### src/rtl/lane_xnor_pipe.sv
// Per-lane f = a XNOR ((~c & (b ^ d)) | (~b & ~d)) carried through a DEPTH-stage valid/ready pipeline.
// Define LANE_XNOR_TOGGLE_MON_EN to build the output toggle/handshake monitor (counters read 0 otherwise).
module lane_xnor_pipe #(
  parameter int WIDTH = 8,
  parameter int DEPTH = 2,
  parameter int CNT_W = 16
) (
  input  logic             clk,
  input  logic             rst_n,
  input  logic             in_valid,
  output logic             in_ready,
  input  logic [WIDTH-1:0] in_a,
  input  logic [WIDTH-1:0] in_b,
  input  logic [WIDTH-1:0] in_c,
  input  logic [WIDTH-1:0] in_d,
  output logic             out_valid,
  input  logic             out_ready,
  output logic [WIDTH-1:0] out_data,
  input  logic             mon_clear,
  output logic [CNT_W-1:0] toggle_cnt,
  output logic [CNT_W-1:0] xfer_cnt
);

  logic [WIDTH-1:0]            f;
  logic [DEPTH-1:0]            adv;
  logic [DEPTH-1:0]            src_v;
  logic [DEPTH-1:0][WIDTH-1:0] src_data;
  logic [DEPTH-1:0]            v_q, v_d;
  logic [DEPTH-1:0][WIDTH-1:0] data_q, data_d;

  always_comb begin
    f = ~(in_a ^ ((~in_c & (in_b ^ in_d)) | (~in_b & ~in_d)));
  end

  // A stage may advance when the stage after it advances or when it holds no beat.
  always_comb begin
    adv = '0;
    adv[DEPTH-1] = out_ready | ~v_q[DEPTH-1];
    for (int unsigned i = 1; i < DEPTH; i++) begin
      adv[DEPTH-1-i] = adv[DEPTH-i] | ~v_q[DEPTH-1-i];
    end
  end

  always_comb begin
    src_v       = '0;
    src_data    = '0;
    src_v[0]    = in_valid;
    src_data[0] = f;
    for (int unsigned k = 1; k < DEPTH; k++) begin
      src_v[k]    = v_q[k-1];
      src_data[k] = data_q[k-1];
    end
  end

  // Data only loads behind a valid beat; a bubble clears the valid bit but keeps old data.
  always_comb begin
    v_d    = v_q;
    data_d = data_q;
    for (int unsigned k = 0; k < DEPTH; k++) begin
      if (adv[k]) begin
        v_d[k] = src_v[k];
        if (src_v[k]) begin
          data_d[k] = src_data[k];
        end
      end
    end
  end

  always_ff @(posedge clk or negedge rst_n) begin
    if (!rst_n) begin
      v_q    <= '0;
      data_q <= '0;
    end else begin
      v_q    <= v_d;
      data_q <= data_d;
    end
  end

  assign in_ready  = adv[0];
  assign out_valid = v_q[DEPTH-1];
  assign out_data  = data_q[DEPTH-1];

`ifdef LANE_XNOR_TOGGLE_MON_EN
  localparam int PC_W  = $clog2(WIDTH + 1);
  localparam int SUM_W = ((CNT_W > PC_W) ? CNT_W : PC_W) + 1;
  localparam logic [CNT_W-1:0] CNT_MAX = '1;

  logic             out_hs;
  logic [WIDTH-1:0] diff;
  logic [PC_W-1:0]  pop;
  logic [SUM_W-1:0] tog_sum, xfer_sum;
  logic [WIDTH-1:0] last_q, last_d;
  logic [CNT_W-1:0] tog_q, tog_d;
  logic [CNT_W-1:0] xfer_q, xfer_d;

  always_comb begin
    out_hs = out_valid & out_ready;
    diff   = out_data ^ last_q;
    pop    = '0;
    for (int unsigned i = 0; i < WIDTH; i++) begin
      pop = pop + PC_W'(diff[i]);
    end
    tog_sum  = SUM_W'(tog_q) + SUM_W'(pop);
    xfer_sum = SUM_W'(xfer_q) + SUM_W'(1);
    tog_d    = tog_q;
    xfer_d   = xfer_q;
    last_d   = last_q;
    if (out_hs) begin
      tog_d  = (tog_sum > SUM_W'(CNT_MAX)) ? CNT_MAX : tog_sum[CNT_W-1:0];
      xfer_d = (xfer_sum > SUM_W'(CNT_MAX)) ? CNT_MAX : xfer_sum[CNT_W-1:0];
      last_d = out_data;
    end
    // Clear beats a same-cycle increment; last_out still tracks a concurrent handshake.
    if (mon_clear) begin
      tog_d  = '0;
      xfer_d = '0;
      if (!out_hs) begin
        last_d = '0;
      end
    end
  end

  always_ff @(posedge clk or negedge rst_n) begin
    if (!rst_n) begin
      last_q <= '0;
      tog_q  <= '0;
      xfer_q <= '0;
    end else begin
      last_q <= last_d;
      tog_q  <= tog_d;
      xfer_q <= xfer_d;
    end
  end

  assign toggle_cnt = tog_q;
  assign xfer_cnt   = xfer_q;
`else
  logic unused_mon_clear;
  assign unused_mon_clear = mon_clear;
  assign toggle_cnt = '0;
  assign xfer_cnt   = '0;
`endif

endmodule
### config.mk
export PLATFORM = sky130hd
export DESIGN_NAME = lane_xnor_pipe
export DESIGN_NICKNAME = d
export VERILOG_FILES = /design/src/rtl/lane_xnor_pipe.sv
export SDC_FILE = /design/constraint.sdc
export NUM_CORES = 1
export LEC_CHECK = 0
export CAP_MARGIN = 25
export CORE_ASPECT_RATIO = 0.9
export CORE_MARGIN = 10
export CORE_UTILIZATION = 37
export DETAILED_ROUTE_END_ITERATION = 10
export PLACE_DENSITY = 0.83
export SLEW_MARGIN = 20
export SYNTH_ARGS = -nofsm -noshare
export SYNTH_HDL_FRONTEND = slang
export SYNTH_SLANG_ARGS = --single-unit
### constraint.sdc
create_clock -name clk -period 1.3 [get_ports clk]
set_input_delay 0.39 -clock clk [delete_from_list [all_inputs] [get_ports clk]]
set_output_delay 0.39 -clock clk [all_outputs]
set_load 0.005 [all_outputs]
Word level (Yosys, flattened, before mapping)
Cells that the tools add are included.
{ "op_classes": {"bitwise_logic": 13, "reduce_logical": 2} }
{ "op_table": {"columns": ["op", "n"], "rows": [
  ["inverter 8 bit", 4],
  ["bitwise AND 8 bit", 2],
  ["XOR 8 bit", 2],
  ["OR 8 bit", 1],
  ["AND reduction 2 bit", 2],
  ["inverter 1 bit", 2],
  ["OR 1 bit", 2]
]} }
{ "word_totals": {"regBits": 18, "out_inout_bits": 42, "wordCells": 19} }

Depth between registers and ports, before layout
Gate-level depths: netlist (run 1).
{ "logic_depth": {"word_depth": 5, "mapped_depth": 5} }

Worst setup path after synthesis (run 1)
No wires, ideal clock.
{ "synth_timing": {"path_kind": "input to register", "from": "input in_b[0]", "to": "register data_q[0] (netlist name)", "setup_time_ps": 82, "t_arrival_ps": 1237, "required_time_ps": 1218, "slack_ps": -19, "cell_stages": 5, "path_buffers": 0, "path_cell_list": "inv_1 > ha_1 > nor2b_1 > or3_1 > a31oi_1"} }
{ "synth_via": {"elab_chain_len": 5} }
{ "synth_lines": {"columns": ["element", "line", "rtl"], "rows": [
  ["start: declaration", "13", "input logic [WIDTH-1:0] in_b,"],
  ["XOR 8 bit / inverter 8 bit (equally long branches)", "32", "f = ~(in_a ^ ((~in_c & (in_b ^ in_d)) | (~in_b & ~in_d)));"],
  ["bitwise AND 8 bit", "32", null],
  ["OR 8 bit *", "32", null],
  ["XOR 8 bit *", "32", null],
  ["inverter 8 bit *", "32", null],
  ["end signal: assignment", "75", "data_q <= data_d;"],
  ["end: declaration", "29", "logic [DEPTH-1:0][WIDTH-1:0] data_q, data_d;"]
]} }
Every way passes the cells marked *; elsewhere a longest branch is shown, timed or not.
A chain may end at the register's enable or synchronous reset.

Final worst setup path (run 1)
{ "layout_timing": {"from": "input in_c[0]", "to": "register data_q[0] (netlist name)"} }
{ "layout_via": {"elab_chain_len": 5} }
{ "layout_lines": {"columns": ["element", "line", "rtl"], "rows": [
  ["start: declaration", "14", "input logic [WIDTH-1:0] in_c,"],
  ["inverter 8 bit", "32", null],
  ["bitwise AND 8 bit", "32", null],
  ["OR 8 bit", "32", null],
  ["XOR 8 bit", "32", null],
  ["inverter 8 bit", "32", null]
]} }
Every way passes these cells.

==> results of run 1 <==
kinds of logic after synthesis:
family | Yosys count
AOI/OAI and AO/OA | 24
adders and majority gates | 8
buffers and inverters | 59
and+or+nand+nor | 22
DFF | 18
other | 1
muxes | 8
worst paths after layout:
kind,startpoint,endpoint,cells past startpoint,slack (ns)
max in group asynchronous,rst_n,out_data[4],2,0.64
max reg2reg,v_q[1],out_data[2],4,0.10
min reg2reg,out_data[1],out_data[1],1,0.50
min in group clk,out_data[1],out_data[1],1,0.50
max,in_c[0],data_q[0],4,0.02
min,rst_n,out_data[2],2,0.47
cell usage after synthesis, drive strengths merged:
cell type and instances:
and2 1, o21ai 8, inv 16, ha 8
nand3b 1, nand2 1, mux2 8, a21oi 8
or3 8, nand2b 3, nor2b 8, conb 1
a31oi 8, dfrtp 18, buf 43
area by class of cell:
type	count	area (µm²)
Clock buffer	3	41.3
Fill cell	341	1650
Multi-Input combinational cell	94	654
Tap cell	44	55.1
Sequential cell	18	450
Timing Repair Buffer	53	442
Inverter	16	60.1
worst max-delay path, cell delays in order:
cell and delay, ns:
sky130_fd_sc_hd__clkdlybuf4s50_1 0.51, sky130_fd_sc_hd__nor2b_4 0.05, sky130_fd_sc_hd__or3_1 0.32, sky130_fd_sc_hd__a31oi_1 0.19
flip-flops by register name, summed over array words and instances, names as in the netlist:
name,cells
out_data,8
data_q,8
v_q,2
repair_timing:
| action | 4_1_cts | 5_1_grt |
|---|---|---|
| gates resized for setup | 79 | 10 |
| gates cloned | 1 | 0 |
| endpoints found under the setup margin | 26 | 15 |
| buffers inserted | 2 | 0 |
| pin swaps | 24 | 17 |
| hold buffers | 0 | 0 |
routing by layer:
metal	GRT usage (%)	share of wire, %
met2	16.3	51
met1	9.64	39
met3	3.18	8.7
met4	4.59	2.0
met5	0	0
power groups by stage:
stage	registers, mW	clock network (mW)	logic (mW)
global placement	0.741	0	0.537
floorplan	0.731	0	0.396
detailed placement	0.746	0	0.552
global route	0.749	0.412	0.600
CTS	0.733	0.399	0.525
finish	0.735	0.380	0.539
==> impl_metrics.xml, run 1 <==
<?xml version="1.0" encoding="UTF-8"?>
<metrics>
  <group name="outcome">
    <metric name="result_of_the_run" unit="">finished clean</metric>
  </group>
  <group name="power">
    <metric name="ir_drop" unit="mV">0.373</metric>
    <metric name="power.leakage" unit="nW">0.860</metric>
    <metric name="register_share_of_total_power" unit="%">44.4</metric>
    <metric name="power.switching_fraction" unit="%">26.9</metric>
    <metric name="p_int" unit="mW">1.21</metric>
    <metric name="power_frac_clock" unit="%">23.0</metric>
    <metric name="combPwrFrac" unit="%">32.6</metric>
    <metric name="totalPowerFinal" unit="mW">1.65</metric>
    <metric name="switching_power_total" unit="mW">0.445</metric>
    <metric name="power-per-cell-area" unit="nW/µm²">971</metric>
  </group>
  <group name="worst_setup_path">
    <metric name="timing_worst_setup_path_type" unit="">input pin to flip-flop</metric>
    <metric name="crit_fanout" unit="">2</metric>
    <metric name="crit_path_end_kind" unit="">flip-flop</metric>
    <metric name="critPathLaunchType" unit="">input pin</metric>
    <metric name="required" unit="ns">1.47</metric>
    <metric name="cp_data_arrival_time" unit="ns">1.45</metric>
  </group>
  <group name="grt">
    <metric name="grt_start_max_net_pins" unit="">19</metric>
    <metric name="overflow" unit="">0</metric>
    <metric name="via_count_of_the_first_global_routing_pass" unit="">1100</metric>
    <metric name="grt_first_pass_wirelength" unit="mm">4.86</metric>
    <metric name="global_route.usage.total" unit="%">9.41</metric>
    <metric name="grt_antenna_before_repair" unit="">0</metric>
  </group>
  <group name="synthesis">
    <metric name="largest_family_of_logic_cells_by_synthesized_area" unit="">buffers and inverters</metric>
    <metric name="synth-xor-area-share" unit="%">0</metric>
    <metric name="synth-warning-count" unit="">0</metric>
    <metric name="synth.ff_latch_count" unit="">18</metric>
    <metric name="synth.cell_area" unit="µm²">1290</metric>
    <metric name="multiplexer_area_fraction_after_synthesis" unit="%">6.99</metric>
    <metric name="ys_types" unit="">16</metric>
    <metric name="most_area_hungry_cell_type_in_the_yosys_netlist" unit="">sky130_fd_sc_hd__dfrtp_1</metric>
    <metric name="synthTopCellsByArea" unit="">sky130_fd_sc_hd__dfrtp_1, sky130_fd_sc_hd__buf_4, sky130_fd_sc_hd__ha_1</metric>
    <metric name="synth_seq_area_share" unit="%">35.0</metric>
    <metric name="synthAdderAreaFrac" unit="%">7.77</metric>
    <metric name="synthesized_instance_count" unit="">140</metric>
    <metric name="synth_compound_area_share" unit="%">10.1</metric>
    <metric name="netlist.area_leader.share" unit="%">35.0</metric>
    <metric name="syn-mean-instance-area" unit="µm²">9.21</metric>
    <metric name="synth-simple-area-share" unit="%">10.8</metric>
  </group>
  <group name="final_layout">
    <metric name="area_growth_syn_to_layout" unit="%">32.1</metric>
    <metric name="layout_common_cells" unit="">sky130_fd_sc_hd__conb_1, sky130_fd_sc_hd__dfrtp_1, sky130_fd_sc_hd__inv_1, sky130_fd_sc_hd__clkdlybuf4s50_1, sky130_fd_sc_hd__buf_2</metric>
    <metric name="final-instance-count-excl-fill" unit="">228</metric>
    <metric name="fin_area" unit="µm²">1700</metric>
    <metric name="final_util" unit="%">50.8</metric>
    <metric name="antenna_cells" unit="">0</metric>
    <metric name="most_common_cell_after_layout_fill_and_taps_aside" unit="">sky130_fd_sc_hd__conb_1</metric>
    <metric name="fin_nets" unit="">231</metric>
    <metric name="final_layout_size_suffix_gt1_share" unit="%">23.9</metric>
  </group>
  <group name="clock_tree">
    <metric name="cts-root-buf" unit="">sky130_fd_sc_hd__clkbuf_8</metric>
    <metric name="cts.clk_slew.worst_paths" unit="ns">0.06</metric>
    <metric name="numClockSinks" unit="">18</metric>
    <metric name="clock_latency" unit="ns">0.25</metric>
    <metric name="ctsLongestPathBuffers" unit="">2</metric>
    <metric name="tritoncts.num_buffers" unit="">3</metric>
    <metric name="tritoncts" unit="">yes</metric>
    <metric name="h-tree-depth" unit="">1</metric>
  </group>
  <group name="drt">
    <metric name="postRouteWirelength" unit="mm">3.06</metric>
    <metric name="detail_route.first_pass.iterations" unit="">3</metric>
    <metric name="wire_length_per_cell_after_detailed_routing" unit="µm">13.4</metric>
    <metric name="route.detailed.drc" unit="">0</metric>
    <metric name="detail_route.vias_per_cell" unit="">4.20</metric>
    <metric name="detailroute.via_count" unit="">958</metric>
    <metric name="final_antenna_net_count" unit="">0</metric>
    <metric name="drt_iter0_markers" unit="">48</metric>
  </group>
  <group name="sta">
    <metric name="hold_ws" unit="ns">0.467</metric>
    <metric name="rsz_0062_raised_after_global_routing" unit="">true</metric>
    <metric name="timing.final.crit_share" unit="%">98.5</metric>
    <metric name="timing.final.setup_violations" unit="">0</metric>
    <metric name="postLayoutSetupSlackWorst" unit="ns">0.0196</metric>
    <metric name="number_of_max_slew_violations_in_the_final_report" unit="">0</metric>
    <metric name="finalHoldViolCount" unit="">0</metric>
    <metric name="finalClockSkew" unit="ns">0.000962</metric>
    <metric name="max_freq" unit="MHz">781</metric>
    <metric name="fin_tns_setup" unit="ns">0</metric>
    <metric name="post_layout_min_period" unit="ns">1.28</metric>
  </group>
  <group name="worst_hold_path">
    <metric name="hold_path.class" unit="">input pin to asynchronous set/reset pin</metric>
  </group>
  <group name="floorplan">
    <metric name="die_width" unit="µm">82.2</metric>
    <metric name="number_of_ports_placed_on_the_die_boundary" unit="">79</metric>
    <metric name="placeableCoreArea" unit="µm²">3350</metric>
    <metric name="die_height" unit="µm">76.0</metric>
    <metric name="design.die.area" unit="µm²">6250</metric>
    <metric name="core.rowCount" unit="">20</metric>
    <metric name="floorplan.initialDensity" unit="%">38.4</metric>
  </group>
  <group name="place">
    <metric name="placed_cells" unit="">222</metric>
    <metric name="preCtsSetupSlack" unit="ns">-0.582</metric>
    <metric name="dpl.hpwl" unit="mm">2.46</metric>
    <metric name="postPlaceCellArea" unit="µm²">1630</metric>
    <metric name="place_congestion" unit="">0.663</metric>
    <metric name="numPortBuffers" unit="">45</metric>
  </group>
  <group name="run">
    <metric name="maxCapViolations" unit="">0</metric>
  </group>
</metrics>
No activity file was read; power rests on OpenSTA's default activity.
==> run 2: changes to the inputs <==
--- a/config.mk
+++ b/config.mk
@@ -5,6 +5,7 @@
 export SDC_FILE = /design/constraint.sdc
 export NUM_CORES = 1
 export LEC_CHECK = 0
+export ABC_CLOCK_PERIOD_IN_PS = 1300
 export CAP_MARGIN = 25
 export CORE_ASPECT_RATIO = 0.9
 export CORE_MARGIN = 10
==> constraint.sdc (replaced) <==
create_clock -name clk -period 1.3 [get_ports clk]
set_input_delay 0.195 -clock clk [delete_from_list [all_inputs] [get_ports clk]]
set_output_delay 0.195 -clock clk [all_outputs]
set_load 0.005 [all_outputs]
==> impl_metrics.xml, run 2 (synthesis gave the netlist of run 1 again) <==
<?xml version="1.0" encoding="UTF-8"?>
<metrics>
  <group name="grt">
    <metric name="global_route.usage.total" unit="%">8.82</metric>
    <metric name="gr-usage-met3" unit="%">3.30</metric>
    <metric name="via_count_of_the_first_global_routing_pass" unit="">1054</metric>
    <metric name="gr-max-usage-layer" unit="">met2</metric>
    <metric name="grt_antenna_before_repair" unit="">0</metric>
    <metric name="grt_start_max_net_pins" unit="">19</metric>
    <metric name="overflow" unit="">0</metric>
    <metric name="globalRouteMet2Util" unit="%">15.2</metric>
    <metric name="grt_first_pass_wirelength" unit="mm">4.50</metric>
    <metric name="gr-usage-met1" unit="%">9.43</metric>
  </group>
  <group name="floorplan">
    <metric name="floorplan.initialDensity" unit="%">38.4</metric>
    <metric name="number_of_ports_placed_on_the_die_boundary" unit="">79</metric>
    <metric name="core.rowCount" unit="">20</metric>
    <metric name="die_height" unit="µm">76.0</metric>
    <metric name="design.die.area" unit="µm²">6250</metric>
    <metric name="placeableCoreArea" unit="µm²">3350</metric>
    <metric name="die_width" unit="µm">82.2</metric>
  </group>
  <group name="worst_setup_path">
    <metric name="worst-r2r-setup-slack" unit="ns">0.17</metric>
    <metric name="required" unit="ns">1.11</metric>
    <metric name="crit_path_end_kind" unit="">output port</metric>
    <metric name="crit_start" unit="">out_ready</metric>
    <metric name="reg2reg_depth" unit="">5</metric>
    <metric name="slowest_delay" unit="ns">0.41</metric>
    <metric name="timing_worst_setup_path_type" unit="">input pin to output port</metric>
    <metric name="timing.critical_path.slowest_stage_cell" unit="">sky130_fd_sc_hd__clkdlybuf4s50_1</metric>
    <metric name="path_buf_inv" unit="">2</metric>
    <metric name="r2r-end" unit="">data_q[6]</metric>
    <metric name="critical_path_cell_by_cell" unit="">clkdlybuf4s50_1 -&gt; nand3b_1 -&gt; dlygate4sd2_1</metric>
    <metric name="critPathLaunchType" unit="">input pin</metric>
    <metric name="crit_fanout" unit="">2</metric>
    <metric name="critical-path-top-delay-family" unit="">buffers and inverters</metric>
    <metric name="worstReg2RegStart" unit="">v_q[0]</metric>
    <metric name="cp_data_arrival_time" unit="ns">1.06</metric>
  </group>
  <group name="final_layout">
    <metric name="filler_cell_count" unit="">347</metric>
    <metric name="fin_area" unit="µm²">1700</metric>
    <metric name="layout_common_cells" unit="">sky130_fd_sc_hd__conb_1, sky130_fd_sc_hd__dlygate4sd2_1, sky130_fd_sc_hd__clkdlybuf4s50_1</metric>
    <metric name="final_layout_size_suffix_gt1_share" unit="%">13.9</metric>
    <metric name="final-instance-count-excl-fill" unit="">224</metric>
    <metric name="final_util" unit="%">50.6</metric>
    <metric name="multiInputGateArea" unit="µm²">641</metric>
    <metric name="antenna_cells" unit="">0</metric>
    <metric name="final-seq-area" unit="µm²">450</metric>
    <metric name="fin_nets" unit="">227</metric>
    <metric name="most_common_cell_after_layout_fill_and_taps_aside" unit="">sky130_fd_sc_hd__conb_1</metric>
    <metric name="area_growth_syn_to_layout" unit="%">31.6</metric>
  </group>
  <group name="sta">
    <metric name="postLayoutSetupSlackWorst" unit="ns">0.0497</metric>
    <metric name="finalHoldViolCount" unit="">0</metric>
    <metric name="timing.final.crit_share" unit="%">96.2</metric>
    <metric name="hold_ws" unit="ns">0.273</metric>
    <metric name="fin_tns_setup" unit="ns">0</metric>
    <metric name="post_layout_min_period" unit="ns">1.25</metric>
    <metric name="timing.final.setup_violations" unit="">0</metric>
    <metric name="rsz_0062_raised_after_global_routing" unit="">false</metric>
    <metric name="finalClockSkew" unit="ns">0.00260</metric>
    <metric name="number_of_max_slew_violations_in_the_final_report" unit="">0</metric>
    <metric name="max_freq" unit="MHz">800</metric>
  </group>
  <group name="power">
    <metric name="switching_power_total" unit="mW">0.430</metric>
    <metric name="register_share_of_total_power" unit="%">45.4</metric>
    <metric name="power_frac_clock" unit="%">23.2</metric>
    <metric name="p_int" unit="mW">1.19</metric>
    <metric name="power.leakage" unit="nW">0.851</metric>
    <metric name="power-per-cell-area" unit="nW/µm²">954</metric>
    <metric name="power.switching_fraction" unit="%">26.6</metric>
    <metric name="ir_drop" unit="mV">0.344</metric>
    <metric name="combPwrFrac" unit="%">31.5</metric>
    <metric name="totalPowerFinal" unit="mW">1.62</metric>
  </group>
  <group name="worst_hold_path">
    <metric name="hold_path.class" unit="">input pin to asynchronous set/reset pin</metric>
  </group>
  <group name="clock_tree">
    <metric name="tritoncts" unit="">yes</metric>
    <metric name="ctsLongestPathBuffers" unit="">2</metric>
    <metric name="h-tree-depth" unit="">1</metric>
    <metric name="numClockSinks" unit="">18</metric>
    <metric name="cts.clk_slew.worst_paths" unit="ns">0.06</metric>
    <metric name="clock_latency" unit="ns">0.25</metric>
    <metric name="cts_post_setup_buffers_inserted" unit="">0</metric>
    <metric name="cts.hold.buffers_added" unit="">0</metric>
    <metric name="tritoncts.num_buffers" unit="">3</metric>
    <metric name="cts-root-buf" unit="">sky130_fd_sc_hd__clkbuf_8</metric>
  </group>
  <group name="drt">
    <metric name="detail_route.first_pass.iterations" unit="">3</metric>
    <metric name="wire_length_per_cell_after_detailed_routing" unit="µm">12.8</metric>
    <metric name="postRouteWirelength" unit="mm">2.88</metric>
    <metric name="route.detailed.drc" unit="">0</metric>
    <metric name="drt_iter0_markers" unit="">36</metric>
    <metric name="final_antenna_net_count" unit="">0</metric>
    <metric name="detailroute.via_count" unit="">953</metric>
    <metric name="detail_route.vias_per_cell" unit="">4.25</metric>
  </group>
  <group name="place">
    <metric name="placed_cells" unit="">221</metric>
    <metric name="dpl.hpwl" unit="mm">2.46</metric>
    <metric name="place_congestion" unit="">0.702</metric>
    <metric name="numPortBuffers" unit="">45</metric>
    <metric name="preCtsSetupSlack" unit="ns">-0.377</metric>
    <metric name="postPlaceCellArea" unit="µm²">1630</metric>
  </group>
  <group name="run">
    <metric name="maxCapViolations" unit="">0</metric>
  </group>
  <group name="outcome">
    <metric name="result_of_the_run" unit="">finished clean</metric>
  </group>
</metrics>
[run 2: layer usage]
layer  up-vias  part of all wire [%]
met2        41                    51
met4         0                  0.83
met1       437                    40
li1        471                     -
met5         -                     0
met3         4                   7.8
[run 2: how the worst max path moves through the flow]
stage / to / slack (ns) / cells after the start
2_1_floorplan: data_q[0] / 0.18 / 5
3_3_place_gp: data_q[0] / -0.33 / 6
3_5_place_dp: data_q[1] / -0.38 / 6
4_1_cts: in_ready / 0.04 / 3
5_1_grt: data_q[1] / 0.008 / 6
6_report: in_ready / 0.05 / 3
[run 2: what timing repair did]
item	CTS	global route
gates resized for setup	41	1
setup endpoints to repair	18	4
endpoints found under the hold margin	0	0
pin swaps	24	0
gates cloned	0	0
[run 2: layout make-up]
class,instances,area share (%)
Tap cell,44,3.25
Sequential cell,18,26.6
Inverter,16,3.54
Multi-Input combinational cell,94,37.8
Clock buffer,3,2.44
Timing Repair Buffer,49,26.4
[run 2: worst register-to-register path: stages (launching register included)]
cell and delay, ns:
sky130_fd_sc_hd__dfrtp_1 0.37, sky130_fd_sc_hd__nand3b_1 0.10, sky130_fd_sc_hd__buf_4 0.14, sky130_fd_sc_hd__buf_4 0.16, sky130_fd_sc_hd__a21oi_1 0.19, sky130_fd_sc_hd__a31oi_1 0.05
[run 2: power groups by stage]
stage / sequential [mW] / combinational, mW / clock [mW]
finish: 0.734 / 0.509 / 0.374
global route: 0.752 / 0.567 / 0.403
CTS: 0.735 / 0.513 / 0.386
detailed placement: 0.747 / 0.547 / 0
global placement: 0.742 / 0.534 / 0
floorplan: 0.731 / 0.396 / 0
==> run 3: changes to the inputs <==
--- a/config.mk
+++ b/config.mk
@@ -11,7 +11,7 @@
 export CORE_MARGIN = 10
 export CORE_UTILIZATION = 37
 export DETAILED_ROUTE_END_ITERATION = 10
-export PLACE_DENSITY = 0.83
+export PLACE_DENSITY = 0.91
 export SLEW_MARGIN = 20
 export SYNTH_ARGS = -nofsm -noshare
 export SYNTH_HDL_FRONTEND = slang
==> impl_metrics.xml, run 3 (synthesis gave the netlist of run 1 again) <==
<?xml version="1.0" encoding="UTF-8"?>
<metrics>
  <group name="outcome">
    <metric name="result_of_the_run" unit="">finished clean</metric>
  </group>
  <group name="clock_tree">
    <metric name="tritoncts" unit="">yes</metric>
    <metric name="clock_latency" unit="ns">0.24</metric>
    <metric name="tritoncts.num_buffers" unit="">3</metric>
    <metric name="cts.hold.buffers_added" unit="">0</metric>
    <metric name="cts-root-buf" unit="">sky130_fd_sc_hd__clkbuf_8</metric>
    <metric name="cts.clk_slew.worst_paths" unit="ns">0.06</metric>
    <metric name="numClockSinks" unit="">18</metric>
    <metric name="ctsLongestPathBuffers" unit="">2</metric>
    <metric name="h-tree-depth" unit="">1</metric>
  </group>
  <group name="grt">
    <metric name="gr-max-usage-layer" unit="">met2</metric>
    <metric name="grt_antenna_before_repair" unit="">0</metric>
    <metric name="overflow" unit="">0</metric>
    <metric name="via_count_of_the_first_global_routing_pass" unit="">1029</metric>
    <metric name="globalRouteMet2Util" unit="%">15.9</metric>
    <metric name="gr-usage-met1" unit="%">9.56</metric>
    <metric name="grt_first_pass_wirelength" unit="mm">4.56</metric>
    <metric name="grt_start_max_net_pins" unit="">19</metric>
    <metric name="global_route.usage.total" unit="%">8.89</metric>
    <metric name="gr-usage-met3" unit="%">1.89</metric>
  </group>
  <group name="sta">
    <metric name="number_of_max_slew_violations_in_the_final_report" unit="">0</metric>
    <metric name="max_freq" unit="MHz">830</metric>
    <metric name="timing.final.setup_violations" unit="">0</metric>
    <metric name="finalHoldViolCount" unit="">0</metric>
    <metric name="rsz_0062_raised_after_global_routing" unit="">false</metric>
    <metric name="timing.final.crit_share" unit="%">92.6</metric>
    <metric name="post_layout_min_period" unit="ns">1.20</metric>
    <metric name="postLayoutSetupSlackWorst" unit="ns">0.0958</metric>
    <metric name="finalClockSkew" unit="ns">0.00217</metric>
    <metric name="hold_ws" unit="ns">0.276</metric>
  </group>
  <group name="floorplan">
    <metric name="number_of_ports_placed_on_the_die_boundary" unit="">79</metric>
    <metric name="die_height" unit="µm">76.0</metric>
    <metric name="core.rowCount" unit="">20</metric>
    <metric name="design.die.area" unit="µm²">6250</metric>
    <metric name="floorplan.initialDensity" unit="%">38.4</metric>
    <metric name="placeableCoreArea" unit="µm²">3350</metric>
    <metric name="die_width" unit="µm">82.2</metric>
  </group>
  <group name="final_layout">
    <metric name="final_layout_size_suffix_gt1_share" unit="%">14.0</metric>
    <metric name="antenna_cells" unit="">0</metric>
    <metric name="filler_cell_count" unit="">335</metric>
    <metric name="multiInputGateArea" unit="µm²">642</metric>
    <metric name="area_growth_syn_to_layout" unit="%">31.7</metric>
    <metric name="most_common_cell_after_layout_fill_and_taps_aside" unit="">sky130_fd_sc_hd__conb_1</metric>
    <metric name="layout_common_cells" unit="">sky130_fd_sc_hd__conb_1, sky130_fd_sc_hd__dlygate4sd2_1, sky130_fd_sc_hd__clkdlybuf4s50_1</metric>
    <metric name="fin_nets" unit="">226</metric>
    <metric name="final-seq-area" unit="µm²">450</metric>
  </group>
  <group name="worst_setup_path">
    <metric name="cp_data_arrival_time" unit="ns">1.33</metric>
    <metric name="crit_fanout" unit="">8</metric>
    <metric name="slowest_delay" unit="ns">0.41</metric>
    <metric name="critical_path_cell_by_cell" unit="">clkdlybuf4s50_1 -&gt; nand2b_1 -&gt; nand2_2 -&gt; mux2_2</metric>
    <metric name="crit_path_end_kind" unit="">flip-flop</metric>
    <metric name="required" unit="ns">1.43</metric>
    <metric name="critical-path-top-delay-family" unit="">buffers and inverters</metric>
    <metric name="path_buf_inv" unit="">1</metric>
    <metric name="critPathLaunchType" unit="">input pin</metric>
    <metric name="timing.critical_path.slowest_stage_cell" unit="">sky130_fd_sc_hd__clkdlybuf4s50_1</metric>
    <metric name="timing_worst_setup_path_type" unit="">input pin to flip-flop</metric>
  </group>
  <group name="drt">
    <metric name="detail_route.first_pass.iterations" unit="">3</metric>
    <metric name="route.detailed.drc" unit="">0</metric>
    <metric name="final_antenna_net_count" unit="">0</metric>
    <metric name="detailroute.via_count" unit="">954</metric>
    <metric name="detail_route.vias_per_cell" unit="">4.28</metric>
    <metric name="wire_length_per_cell_after_detailed_routing" unit="µm">13.1</metric>
    <metric name="postRouteWirelength" unit="mm">2.93</metric>
    <metric name="drt_iter0_markers" unit="">27</metric>
  </group>
  <group name="place">
    <metric name="numPortBuffers" unit="">45</metric>
    <metric name="preCtsSetupSlack" unit="ns">-0.364</metric>
    <metric name="place_congestion" unit="">0.686</metric>
    <metric name="dpl.hpwl" unit="mm">2.46</metric>
  </group>
  <group name="worst_hold_path">
    <metric name="hold_path.class" unit="">input pin to asynchronous set/reset pin</metric>
  </group>
  <group name="power">
    <metric name="ir_drop" unit="mV">0.406</metric>
    <metric name="power-per-cell-area" unit="nW/µm²">955</metric>
    <metric name="power.leakage" unit="nW">0.869</metric>
  </group>
  <group name="run">
    <metric name="maxCapViolations" unit="">0</metric>
  </group>
</metrics>
run 3: final cells by class:
class / count / share of cell area, %
multi-input combinational: 94 / 37.8
timing repair buffer: 48 / 26.4
tap: 44 / 3.24
clock buffer: 3 / 2.43
sequential: 18 / 26.5
inverter: 16 / 3.54
run 3: repair_timing:
item	in CTS	in global routing
resized for setup	37	5
endpoints found under the hold margin	0	0
pin swaps	24	0
endpoints found under the setup margin	15	12
setup buffers	0	0
run 3: per-layer routing:
| metal | vias to the layer above | wire (µm) |
|---|---|---|
| met5 | - | 0 |
| met4 | 0 | 34 |
| met3 | 2 | 169 |
| met2 | 37 | 1570 |
| met1 | 446 | 1160 |
| li1 | 469 | - |
run 3: through the flow:
step / util (%) / instances / setup TNS, ns / instance area (µm²) / power [mW]
after CTS: 50.5 / 223 / 0 / 1690 / 1.65
after global placement: 48.2 / 220 / -3.79 / 1620 / 1.27
after floorplan: - / 171 / 0 / 1410 / 1.13
after detailed placement: 48.2 / 220 / -4.14 / 1620 / 1.29
final: 50.6 / 223 / 0 / 1700 / 1.62
after global routing: 50.6 / 223 / 0 / 1700 / 1.73
run 3: power by group:
part           leakage, nW  internal, mW  switching, mW
clock network       0.0216         0.205          0.161
logic                0.646         0.312          0.204
registers            0.201         0.679         0.0597
total                0.869          1.20          0.424
run 3: worst paths after layout:
path	start	end	slack, ns	depth (start not counted)
worst min-delay path	rst_n	out_data[3]	0.28	2
max in group asynchronous	rst_n	out_data[4]	0.83	2
worst max-delay path	out_ready	out_data[0]	0.1	4
worst max register to register	v_q[0]	data_q[5]	0.14	4
min in group clk	out_data[1]	out_data[1]	0.50	1
worst min register to register	out_data[1]	out_data[1]	0.50	1
